==> config.mk <==
export PLATFORM = sky130hd
export DESIGN_NAME = rc_add_sub_32
export DESIGN_NICKNAME = d
export VERILOG_FILES = /design/src/rtl/rc_add_sub_32.sv
export SDC_FILE = /design/constraint.sdc
export NUM_CORES = 1
export LEC_CHECK = 0
export ABC_AREA = 1
export CAP_MARGIN = 20
export CORE_ASPECT_RATIO = 0.7
export CORE_UTILIZATION = 43
export CTS_BUF_LIST = sky130_fd_sc_hd__clkbuf_8
export CTS_CLUSTER_DIAMETER = 120
export CTS_CLUSTER_SIZE = 20
export DETAILED_ROUTE_END_ITERATION = 8
export GPL_TIMING_DRIVEN = 0
export PLACE_DENSITY = 0.8
export SLEW_MARGIN = 25
export SYNTH_ARGS = -nofsm -noshare
export SYNTH_HDL_FRONTEND = slang
export SYNTH_HIERARCHICAL = 1
export SYNTH_SLANG_ARGS = --single-unit
==> constraint.sdc <==
create_clock -name CLK -period 18.4 [get_ports CLK]
set_input_delay 3.68 -clock CLK [delete_from_list [all_inputs] [get_ports CLK]]
set_output_delay 3.68 -clock CLK [all_outputs]
set_load 0.01 [all_outputs]
==> src/rtl/rc_add_sub_32.sv <==
// rtl/rc_add_sub_32.sv - ripple-carry adder/subtractor with registered result and carry-out

// Single-bit full adder cell; the adder is a chain of these.
module rc_full_adder (
    input  logic i_a,
    input  logic i_b,
    input  logic i_c,
    output logic o_s,
    output logic o_c
);

    logic w_p;

    // Propagate term is shared between sum and carry.
    assign w_p = i_a ^ i_b;
    assign o_s = w_p ^ i_c;
    assign o_c = (i_a & i_b) | (i_c & w_p);

endmodule

// Add/sub datapath: SnA=0 gives A+B, SnA=1 gives A-B as A + ~B + 1.
module rc_add_sub_32 #(
    parameter int DATA_WIDTH = 32
) (
    input  logic                  CLK,
    input  logic                  RST,
    input  logic [DATA_WIDTH-1:0] A,
    input  logic [DATA_WIDTH-1:0] B,
    input  logic                  SnA,
    output logic [DATA_WIDTH-1:0] Y,
    output logic                  CO
);

    logic [DATA_WIDTH-1:0] w_bm;
    logic [DATA_WIDTH-1:0] w_sum;
    logic [DATA_WIDTH:0]   w_carry;

    logic [DATA_WIDTH-1:0] r_y;
    logic                  r_co;

    // Subtract inverts B and injects the +1 through the carry-in of bit 0.
    assign w_bm       = B ^ {DATA_WIDTH{SnA}};
    assign w_carry[0] = SnA;

    // Carry ripples strictly from bit 0 upward; no lookahead.
    for (genvar gi = 0; gi < DATA_WIDTH; gi++) begin : g_chain
        rc_full_adder u_fa (
            .i_a (A[gi]),
            .i_b (w_bm[gi]),
            .i_c (w_carry[gi]),
            .o_s (w_sum[gi]),
            .o_c (w_carry[gi+1])
        );
    end

    // Capture result and MSB carry each cycle; reset clears both.
    always_ff @(posedge CLK) begin
        if (!RST) begin
            r_y  <= '0;
            r_co <= 1'b0;
        end else begin
            r_y  <= w_sum;
            r_co <= w_carry[DATA_WIDTH];
        end
    end

    assign Y  = r_y;
    assign CO = r_co;

endmodule

Word level (Yosys, flattened, before mapping)
Cells that the tools add are included.
{"block": "totals", "register_bits": 33, "output_inout_bits": 33, "word_cells": 163}
{"block": "classes", "n_bitwise": 161}
{"op": "1-bit bitwise AND", "n": 64}
{"op": "1-bit XOR", "n": 64}
{"op": "1-bit OR", "n": 32}
{"op": "32-bit XOR", "n": 1}

Depth between registers and ports, before layout
Gate-level depths: netlist (run 1).
{"block": "logic_depth", "ltp_word": 66, "mapped_depth": 39}

Modules after synthesis
The synthesis (run 1) kept the hierarchy.
{"module": "rc_add_sub_32", "instances": 1, "cells_per_inst": 239, "area_per_inst_um2": 1600.3}
{"module": "rc_full_adder", "instances": 32, "cells_per_inst": 1, "area_per_inst_um2": 20.0}

Worst setup path before layout (run 1)
Ideal clock, no wire load.
{"block": "synth_timing", "path_kind": "input to register", "start": "input port SnA", "end": "register r_y[31] (netlist: Y[31])", "setup_ps": 109, "arrival_time_ps": 16384, "t_required_ps": 18291, "path_slack_ps": 1907, "cell_stages": 39, "cell_sequence": "buf_6 -> inv_8 -> buf_12 -> nand2_2 -> nand2_1 -> fa_1 -> fa_1 -> fa_1 -> fa_1 -> fa_1 -> fa_1 -> fa_1 -> fa_1 -> fa_1 -> fa_1 -> fa_1 -> fa_1 -> fa_1 -> (+3 left out) -> fa_1 -> fa_1 -> fa_1 -> fa_1 -> fa_1 -> fa_1 -> fa_1 -> fa_1 -> fa_1 -> fa_1 -> fa_1 -> fa_1 -> fa_1 -> fa_1 -> fa_1 -> fa_1 -> nand2_1 -> inv_1"}
{"block": "synth_between", "elab_chain_len": 65, "word_cells_on_any_way": 127, "classes_between": "127 x bitwise"}
{"item": "start, declared", "line_no": "29", "rtl": "input logic SnA,"}
{"item": "32-bit XOR (*)", "line_no": "42", "rtl": "assign w_bm = B ^ {DATA_WIDTH{SnA}};"}
{"item": "net w_bm[0]", "line_no": "34", "rtl": "logic [DATA_WIDTH-1:0] w_bm;"}
{"item": "1-bit XOR", "line_no": "15", "rtl": "assign w_p = i_a ^ i_b;"}
{"item": "1-bit bitwise AND", "line_no": "17", "rtl": "assign o_c = (i_a & i_b) | (i_c & w_p);"}
{"item": "1-bit OR (*)", "line_no": "17"}
{"item": "net w_carry[1]", "line_no": "36", "rtl": "logic [DATA_WIDTH:0] w_carry;"}
{"item": "1-bit bitwise AND (*)", "line_no": "17"}
{"item": "1-bit OR (*)", "line_no": "17"}
{"item": "net w_carry[2]", "line_no": "36"}
{"item": "(+2 left out)"}
{"item": "net w_carry[3]", "line_no": "36"}
{"item": "(+2 left out)"}
{"item": "net w_carry[4]", "line_no": "36"}
{"item": "(+2 left out)"}
{"item": "net w_carry[5]", "line_no": "36"}
{"item": "(+2 left out)"}
{"item": "net w_carry[6]", "line_no": "36"}
{"item": "(+2 left out)"}
{"item": "net w_carry[7]", "line_no": "36"}
{"item": "(+2 left out)"}
{"item": "net w_carry[8]", "line_no": "36"}
{"item": "(+2 left out)"}
{"item": "net w_carry[9]", "line_no": "36"}
{"item": "(+2 left out)"}
{"item": "net w_carry[10]", "line_no": "36"}
{"item": "(+2 left out)"}
{"item": "net w_carry[11]", "line_no": "36"}
{"item": "(+2 left out)"}
{"item": "net w_carry[12]", "line_no": "36"}
{"item": "(+2 left out)"}
{"item": "net w_carry[13]", "line_no": "36"}
{"item": "(+2 left out)"}
{"item": "net w_carry[14]", "line_no": "36"}
{"item": "(+2 left out)"}
{"item": "net w_carry[15]", "line_no": "36"}
{"item": "(+2 left out)"}
{"item": "net w_carry[16]", "line_no": "36"}
{"item": "(+2 left out)"}
{"item": "net w_carry[17]", "line_no": "36"}
{"item": "(+2 left out)"}
{"item": "net w_carry[18]", "line_no": "36"}
{"item": "(+2 left out)"}
{"item": "net w_carry[19]", "line_no": "36"}
{"item": "(+2 left out)"}
{"item": "net w_carry[20]", "line_no": "36"}
{"item": "(+2 left out)"}
{"item": "net w_carry[21]", "line_no": "36"}
{"item": "(+2 left out)"}
{"item": "net w_carry[22]", "line_no": "36"}
{"item": "(+2 left out)"}
{"item": "net w_carry[23]", "line_no": "36"}
{"item": "(+2 left out)"}
{"item": "net w_carry[24]", "line_no": "36"}
{"item": "(+2 left out)"}
{"item": "net w_carry[25]", "line_no": "36"}
{"item": "(+2 left out)"}
{"item": "net w_carry[26]", "line_no": "36"}
{"item": "(+2 left out)"}
{"item": "net w_carry[27]", "line_no": "36"}
{"item": "(+2 left out)"}
{"item": "net w_carry[28]", "line_no": "36"}
{"item": "(+2 left out)"}
{"item": "net w_carry[29]", "line_no": "36"}
{"item": "1-bit bitwise AND (*)", "line_no": "17"}
{"item": "1-bit OR (*)", "line_no": "17"}
{"item": "net w_carry[30]", "line_no": "36"}
{"item": "1-bit bitwise AND (*)", "line_no": "17"}
{"item": "1-bit OR (*)", "line_no": "17"}
{"item": "net w_carry[31]", "line_no": "36"}
{"item": "1-bit XOR (*)", "line_no": "16", "rtl": "assign o_s = w_p ^ i_c;"}
{"item": "net w_sum[31]", "line_no": "35", "rtl": "logic [DATA_WIDTH-1:0] w_sum;"}
{"item": "end signal, assigned", "line_no": "62", "rtl": "r_y <= w_sum;"}
{"item": "end, declared", "line_no": "38", "rtl": "logic [DATA_WIDTH-1:0] r_y;"}
The timed path passes the listed nets; every way through them passes the cells marked *.
A chain may end at the register's enable or synchronous reset.

Final worst setup path (run 1)
Ends and elaborated chain as after synthesis.

==> results.cfg, run 1 <==
[pwr]
power_leakage_uw = 0.00182
ir_worst_vdd_mv = 0.0345
total_power_uw = 233
p_per_area_nw_per_um2 = 68.4

[clocking]
clk_pin_slew_ps = 70
clockBufferDepth = 2
cts_root_buf = clkbuf_8
hold_buffers = 0
cts.sinks = 33
cts_tree = done
cts_buffers = 5
htreeDepth = 2
cts_resized = 0
cts_setup_buffers = 0

[grt]
overflow = 0
grt_usage = 0.194
grt.busiest_layer = met2
use_met1 = 0.238
grt_use_met3 = 0.0542
grt_max_degree = 11
use_met2 = 0.336
grt_pass1_wl_um = 8160
grt_pass1_vias = 1879
grt_antenna_before_repair = 0

[setup_path]
crit_buf_inv = 5
start_kind = primary input
path_common_cell = fa_1
slowest_stage = clkdlybuf4s50_1
end_kind = flop
crit_arrival_ps = 17580
max_stage_delay_ps = 510
crit_type = primary input to flop
crit_family = adder cells
crit_fanout = 10
crit_required_ps = 18580

[synth]
yosys.area.top_type_share = 0.295
yosys_warnings = 6
synthTopCellsByArea = dfxtp_1 29%, fa_1 29%, nand2_1 17%
ys_types = 10
synth-async-reset-ratio = 0
synth.most_common_cell = nand2_1
synth_top_cell_by_area = dfxtp_1
synth_edf_count = 0
synth_area_um2 = 2240
syn_inst = 271
ys_seq_area_frac = 0.295
synthTopCellsByCount = 99 x nand2_1, 65 x inv_1, 33 x dfxtp_1
syn-num-nets = 370
ys_ff_latch = 33
syn-mean-instance-area_um2 = 8.27
synthFlopType = dfxtp_1

[finish]
nNetsFinal = 475
area_delta_synth_final_pct = 52.1
antenna_cells = 0
layout-drive-gt1-share = 0.133
fillers = 400

[placement]
port-buffer-count = 98
hpwlAfterDp_um = 4060
place_congestion = 0.772

[floorplan]
die_area_um2 = 5510
ios = 100
dieWidth_um = 88.3
die_y_um = 62.4
initial_core_util = 0.459
rows = 21
coreArea_um2 = 4890

[sta]
relSlewSlack = 0.889
final-setup-viol-count = 0
fin_tns_setup_ps = 0
finalCritPeriodShare = 0.946
worst_slew_pin_slew_ps = 165
finalMaxSlewViolations = 0
min_period_ps = 17400
rsz0062_at_grt = no
fmax_mhz = 57.5
hold_viol = 0

[detailed_routing]
drt_iter0_markers = 30
viasPerCell = 4.14
first_pass_iters = 5
num_vias = 1848
drc_errors = 0
routedWlPerCell_um = 10.9
ant_nets = 0
wirelength_um = 4860

[worst_hold_path]
hold_depth = 3
holdCritPathClass = primary input to flop
holdPathEnd = Y[31]
hp-start = RST

[run_status]
status = completed

[run]
max-cap-violations = 0
==> cell families (layout without fill, tap and decap cells) <==
group	Yosys count	count (layout)	share of synthesized area
adders and majority gates	32	32	0.286
and+or+nand+nor	129	129	0.250
DFF	33	33	0.295
buffers and inverters	77	183	0.170
==> registers in the layout (all words and copies together) (netlist names) <==
register / cells
CO: 1
Y: 32
==> final cells by class <==
class / instances / area [µm²] / share of cell area
buffer: 11 / 125 / 0.0367
clock buffer: 7 / 96.3 / 0.0283
clock inverter: 1 / 5.00 / 0.00147
inverter: 66 / 255 / 0.0749
multi-input combinational: 161 / 1200 / 0.352
sequential: 33 / 661 / 0.194
tap: 69 / 86.3 / 0.0253
timing repair buffer: 98 / 981 / 0.288
==> through the flow <==
step                       util  hold slack, ps  area, µm²  cells  worst slack, ps
after floorplan               -            3910       2240    271             1910
after global placement    0.677            3970       3310    438              927
after detailed placement  0.677            3970       3310    438              732
after CTS                 0.698            3670       3410    446              986
after global routing      0.698            3680       3410    446              578
final                     0.698            3670       3410    446             1000
==> how the worst max path moves through the flow <==
stage	startpoint	to	cells after the start
floorplan	SnA	Y[31]	39
global placement	SnA	Y[31]	40
detailed placement	SnA	Y[31]	40
CTS	SnA	Y[31]	40
global route	SnA	Y[31]	40
finish	SnA	Y[31]	40
==> report_power, final <==
group	internal [µW]	leakage [µW]	switching, µW
clock network	33.8	0.0000542	26.4
registers	82.7	0.000275	2.71
logic	49.6	0.00149	38.0
==> tightest hold or removal path, delay by kind of cell <==
| family | cells | cell delay, ps |
|---|---|---|
| buffers and inverters | 2 | 170 |
| and+or+nand+nor | 1 | 60 |
==> routing by layer <==
layer	vias up	routed length (µm)
met1	831	2050
li1	951	-
met5	-	0
met2	62	2360
met3	4	418
met4	0	32
==> layout by cell type (no fill, tap or decap) <==
master	count
clkbuf_8	7
buf_4	5
buf_2	1
clkinv_2	1
buf_6	2
buf_12	3
nand2_2	30
dfxtp_1	33
clkdlybuf4s50_1	98
inv_8	1
nand2_1	99
inv_1	65
fa_1	32
Note: power is estimated with default switching activity, not from simulation.
==> run 2: changes to the inputs <==
--- a/config.mk
+++ b/config.mk
@@ -8,6 +8,7 @@
 export ABC_AREA = 1
 export CAP_MARGIN = 20
 export CORE_ASPECT_RATIO = 0.7
+export CORE_MARGIN = 4
 export CORE_UTILIZATION = 43
 export CTS_BUF_LIST = sky130_fd_sc_hd__clkbuf_8
 export CTS_CLUSTER_DIAMETER = 120
@@ -20,3 +21,4 @@
 export SYNTH_HDL_FRONTEND = slang
 export SYNTH_HIERARCHICAL = 1
 export SYNTH_SLANG_ARGS = --single-unit
+export TNS_END_PERCENT = 100
==> results.cfg, run 2 (synthesis results as in run 1) <==
[run_status]
status = completed

[grt]
overflow = 0
grt_pass1_wl_um = 8360
grt_antenna_before_repair = 0
grt_usage = 0.172
grt_max_degree = 11
grt_pass1_vias = 1947

[finish]
nNetsFinal = 475
final_cell_mix = 99 x nand2_1, 98 x clkdlybuf4s50_1, 65 x inv_1
layout-drive-gt1-share = 0.133
area_delta_synth_final_pct = 52.1
antenna_cells = 0
final_common_cell = nand2_1
largest_register_ffs = 32

[setup_path]
end_kind = flop
crit_required_ps = 18580
setup.worst_path.start = SnA
crit_type = primary input to flop
crit_fanout = 10
path_common_cell = fa_1
slowest_stage = clkdlybuf4s50_1
max_stage_delay_ps = 530
start_kind = primary input
crit_arrival_ps = 17590

[pwr]
total_power_uw = 233
p_per_area_nw_per_um2 = 68.4
power_leakage_uw = 0.00182
ir_worst_vdd_mv = 0.0429

[worst_hold_path]
holdCritPathClass = primary input to flop
hold_depth = 3
holdPathEnd = CO
hp-start = RST

[clocking]
htreeDepth = 2
hold_buffers = 0
cts_resized = 0
clk_pin_slew_ps = 70
cts.sinks = 33
cts_tree = done
cts_buffers = 5
cts_root_buf = clkbuf_8
cts_setup_buffers = 0
clockBufferDepth = 2

[floorplan]
dieWidth_um = 94.3
die_area_um2 = 6450
die_y_um = 68.4
coreArea_um2 = 4910
ios = 100
rows = 21
initial_core_util = 0.456

[placement]
hpwlAfterDp_um = 4320
place_congestion = 0.731
port-buffer-count = 98

[sta]
finalMaxSlewViolations = 0
fin_tns_setup_ps = 0
fmax_mhz = 57.4
relSlewSlack = 0.897
min_period_ps = 17410
hold_viol = 0
worst_slew_pin_slew_ps = 155
final-setup-viol-count = 0
finalCritPeriodShare = 0.946
rsz0062_at_grt = no

[detailed_routing]
viasPerCell = 4.18
first_pass_iters = 4
drt_iter0_markers = 42
ant_nets = 0
routedWlPerCell_um = 11.4
num_vias = 1866
wirelength_um = 5080
drc_errors = 0

[run]
max-cap-violations = 0
## run 2: layout make-up
type / instances / area (µm²)
fill: 401 / 1500
multi-input combinational: 161 / 1200
timing repair buffer: 98 / 981
sequential: 33 / 661
inverter: 66 / 255
buffer: 11 / 125
clock buffer: 7 / 96.3
tap: 69 / 86.3
clock inverter: 1 / 5.00
## run 2: per-stage QoR
stage                     hold slack, ps  area (µm²)  utilization  std cells  setup slack, ps
after global routing                3670        3410        0.694        446              599
after floorplan                     3910        2240            -        271             1910
after global placement              3970        3310        0.673        438              898
after detailed placement            3970        3310        0.673        438              683
after CTS                           3670        3410        0.694        446              976
final                               3680        3410        0.694        446              989
## run 2: where the power goes
group	internal [µW]	leakage (µW)	switching, µW	total [µW]
clock	33.8	0.0000542	26.2	60.1
sequential	82.7	0.000275	2.70	85.4
combinational	49.7	0.00149	38.1	87.8
## run 2: critical path, delay by kind of cell
family	cells	cell delay, ps
fa+ha+maj	32	12790
buf+inv	5	910
simple gates	3	200
## run 2: how the worst max path moves through the flow
stage,to,slack [ps],depth (start not counted)
global route,Y[31],600,40
global placement,Y[31],900,40
floorplan,Y[31],1910,39
CTS,Y[31],980,40
finish,Y[31],990,40
detailed placement,Y[31],680,40
## run 2: per-layer routing
| layer | wire (µm) | vias to the layer above | global-route usage |
|---|---|---|---|
| met3 | 492 | 6 | 0.0538 |
| met4 | 55 | 0 | 0.0505 |
| met1 | 2140 | 844 | 0.197 |
| met2 | 2390 | 65 | 0.311 |
| met5 | 0 | - | 0 |
| li1 | - | 951 | - |
==> run 3: changes to the inputs <==
--- a/config.mk
+++ b/config.mk
@@ -9,13 +9,14 @@
 export CAP_MARGIN = 20
 export CORE_ASPECT_RATIO = 0.7
 export CORE_MARGIN = 4
-export CORE_UTILIZATION = 43
+export CORE_UTILIZATION = 50
 export CTS_BUF_LIST = sky130_fd_sc_hd__clkbuf_8
 export CTS_CLUSTER_DIAMETER = 120
 export CTS_CLUSTER_SIZE = 20
 export DETAILED_ROUTE_END_ITERATION = 8
+export DONT_BUFFER_PORTS = 1
 export GPL_TIMING_DRIVEN = 0
-export PLACE_DENSITY = 0.8
+export PLACE_DENSITY = 0.63
 export SLEW_MARGIN = 25
 export SYNTH_ARGS = -nofsm -noshare
 export SYNTH_HDL_FRONTEND = slang
==> results.cfg, run 3 (synthesis results as in run 1) <==
[run_status]
status = completed

[setup_path]
path_common_cell = fa_1
crit_arrival_ps = 16880
crit_family = adder cells
crit_type = primary input to flop
slowest_stage = fa_1
crit_required_ps = 18580
crit_buf_inv = 4
end_kind = flop
crit_fanout = 10
max_stage_delay_ps = 430
start_kind = primary input

[detailed_routing]
ant_nets = 0
drc_errors = 0
routedWlPerCell_um = 12.4
viasPerCell = 4.27
num_vias = 1426
wirelength_um = 4130
drt_iter0_markers = 32
first_pass_iters = 4

[clocking]
cts_setup_buffers = 0
cts_buffers = 5
cts.sinks = 33
cts_resized = 0
cts_root_buf = clkbuf_8
hold_buffers = 0
cts_tree = done
clockBufferDepth = 2
htreeDepth = 2
clk_pin_slew_ps = 70

[finish]
layout-drive-gt1-share = 0.176
nNetsFinal = 377
final_common_cell = nand2_1
antenna_cells = 0
largest_register_ffs = 32
final_cell_mix = 99 x nand2_1, 66 x inv_1, 33 x dfxtp_1
post-route-util = 0.560
area_delta_synth_final_pct = 8.26
final_cell_area_um2 = 2430

[pwr]
p_per_area_nw_per_um2 = 84.6
total_power_uw = 205
power_leakage_uw = 0.00145
ir_worst_vdd_mv = 0.0428

[grt]
use_met2 = 0.265
grt_pass1_wl_um = 6980
grt.busiest_layer = met2
overflow = 0
grt_antenna_before_repair = 0
grt_use_met3 = 0.0709
grt_pass1_vias = 1476
grt_usage = 0.164
grt_max_degree = 11
use_met1 = 0.203

[floorplan]
coreArea_um2 = 4330
rows = 20
ios = 100
die_area_um2 = 5630
die_y_um = 64.0
initial_core_util = 0.518
dieWidth_um = 88.0

[worst_hold_path]
hold_depth = 3
holdPathEnd = Y[12]
hp-start = A[12]
holdCritPathClass = primary input to flop

[placement]
place_congestion = 0.775
placed_cell_area_um2 = 2310
hpwlAfterDp_um = 3450
port-buffer-count = 0

[run]
max-cap-violations = 0

[sta]
worst_slew_pin_slew_ps = 147
final-setup-viol-count = 0
finalCritPeriodShare = 0.908
finalMaxSlewViolations = 0
fmax_mhz = 59.9
fin_tns_setup_ps = 0
rsz0062_at_grt = no
hold_viol = 0
min_period_ps = 16700
relSlewSlack = 0.902
-- run 3: changes by cell type in the layout (fill, tap and decap cells not counted) --
cell             change
clkdlybuf4s50_1     -98
inv_1                +1
clkinv_2             -1
bufinv_16            +1
clkbuf_8             -1
-- run 3: per-layer routing --
layer | vias to the layer above | wire, µm | share of wire
met1 | 616 | 1660 | 0.40
li1 | 752 | - | -
met5 | - | 0 | 0
met4 | 0 | 31 | 0.0075
met3 | 4 | 484 | 0.12
met2 | 54 | 1960 | 0.47
-- run 3: worst max path at each step --
stage	from	end	slack [ps]	cells after the start
floorplan	SnA	Y[31]	1910	39
CTS	SnA	Y[31]	1640	39
finish	SnA	Y[31]	1700	39
global route	SnA	Y[31]	1300	39
detailed placement	SnA	Y[31]	1360	39
global placement	SnA	Y[31]	1420	39
-- run 3: final cells by class --
type	count	area, µm²
Inverter	66	255
Sequential cell	33	661
Fill cell	397	1900
Tap cell	55	68.8
Multi-Input combinational cell	161	1200
Clock buffer	6	82.6
Buffer	11	125
Clock inverter	2	33.8
-- run 3: tightest hold or removal path, cell delays in order --
cell	delay, ps
fa_1	140
nand2_1	50
inv_1	40
-- run 3: report_power, final --
part / switching (µW) / internal, µW
Clock: 26.7 / 43.6
Sequential: 9.98 / 83.0
Combinational: 22.6 / 19.3
-- run 3: stage by stage --
| step | cells | worst slack (ps) | hold slack, ps |
|---|---|---|---|
| 5_1_grt | 334 | 1300 | 3650 |
| 3_5_place_dp | 326 | 1360 | 3930 |
| 4_1_cts | 334 | 1640 | 3640 |
| 6_report | 334 | 1700 | 3650 |
| 3_3_place_gp | 326 | 1420 | 3930 |
| 2_1_floorplan | 271 | 1910 | 3910 |
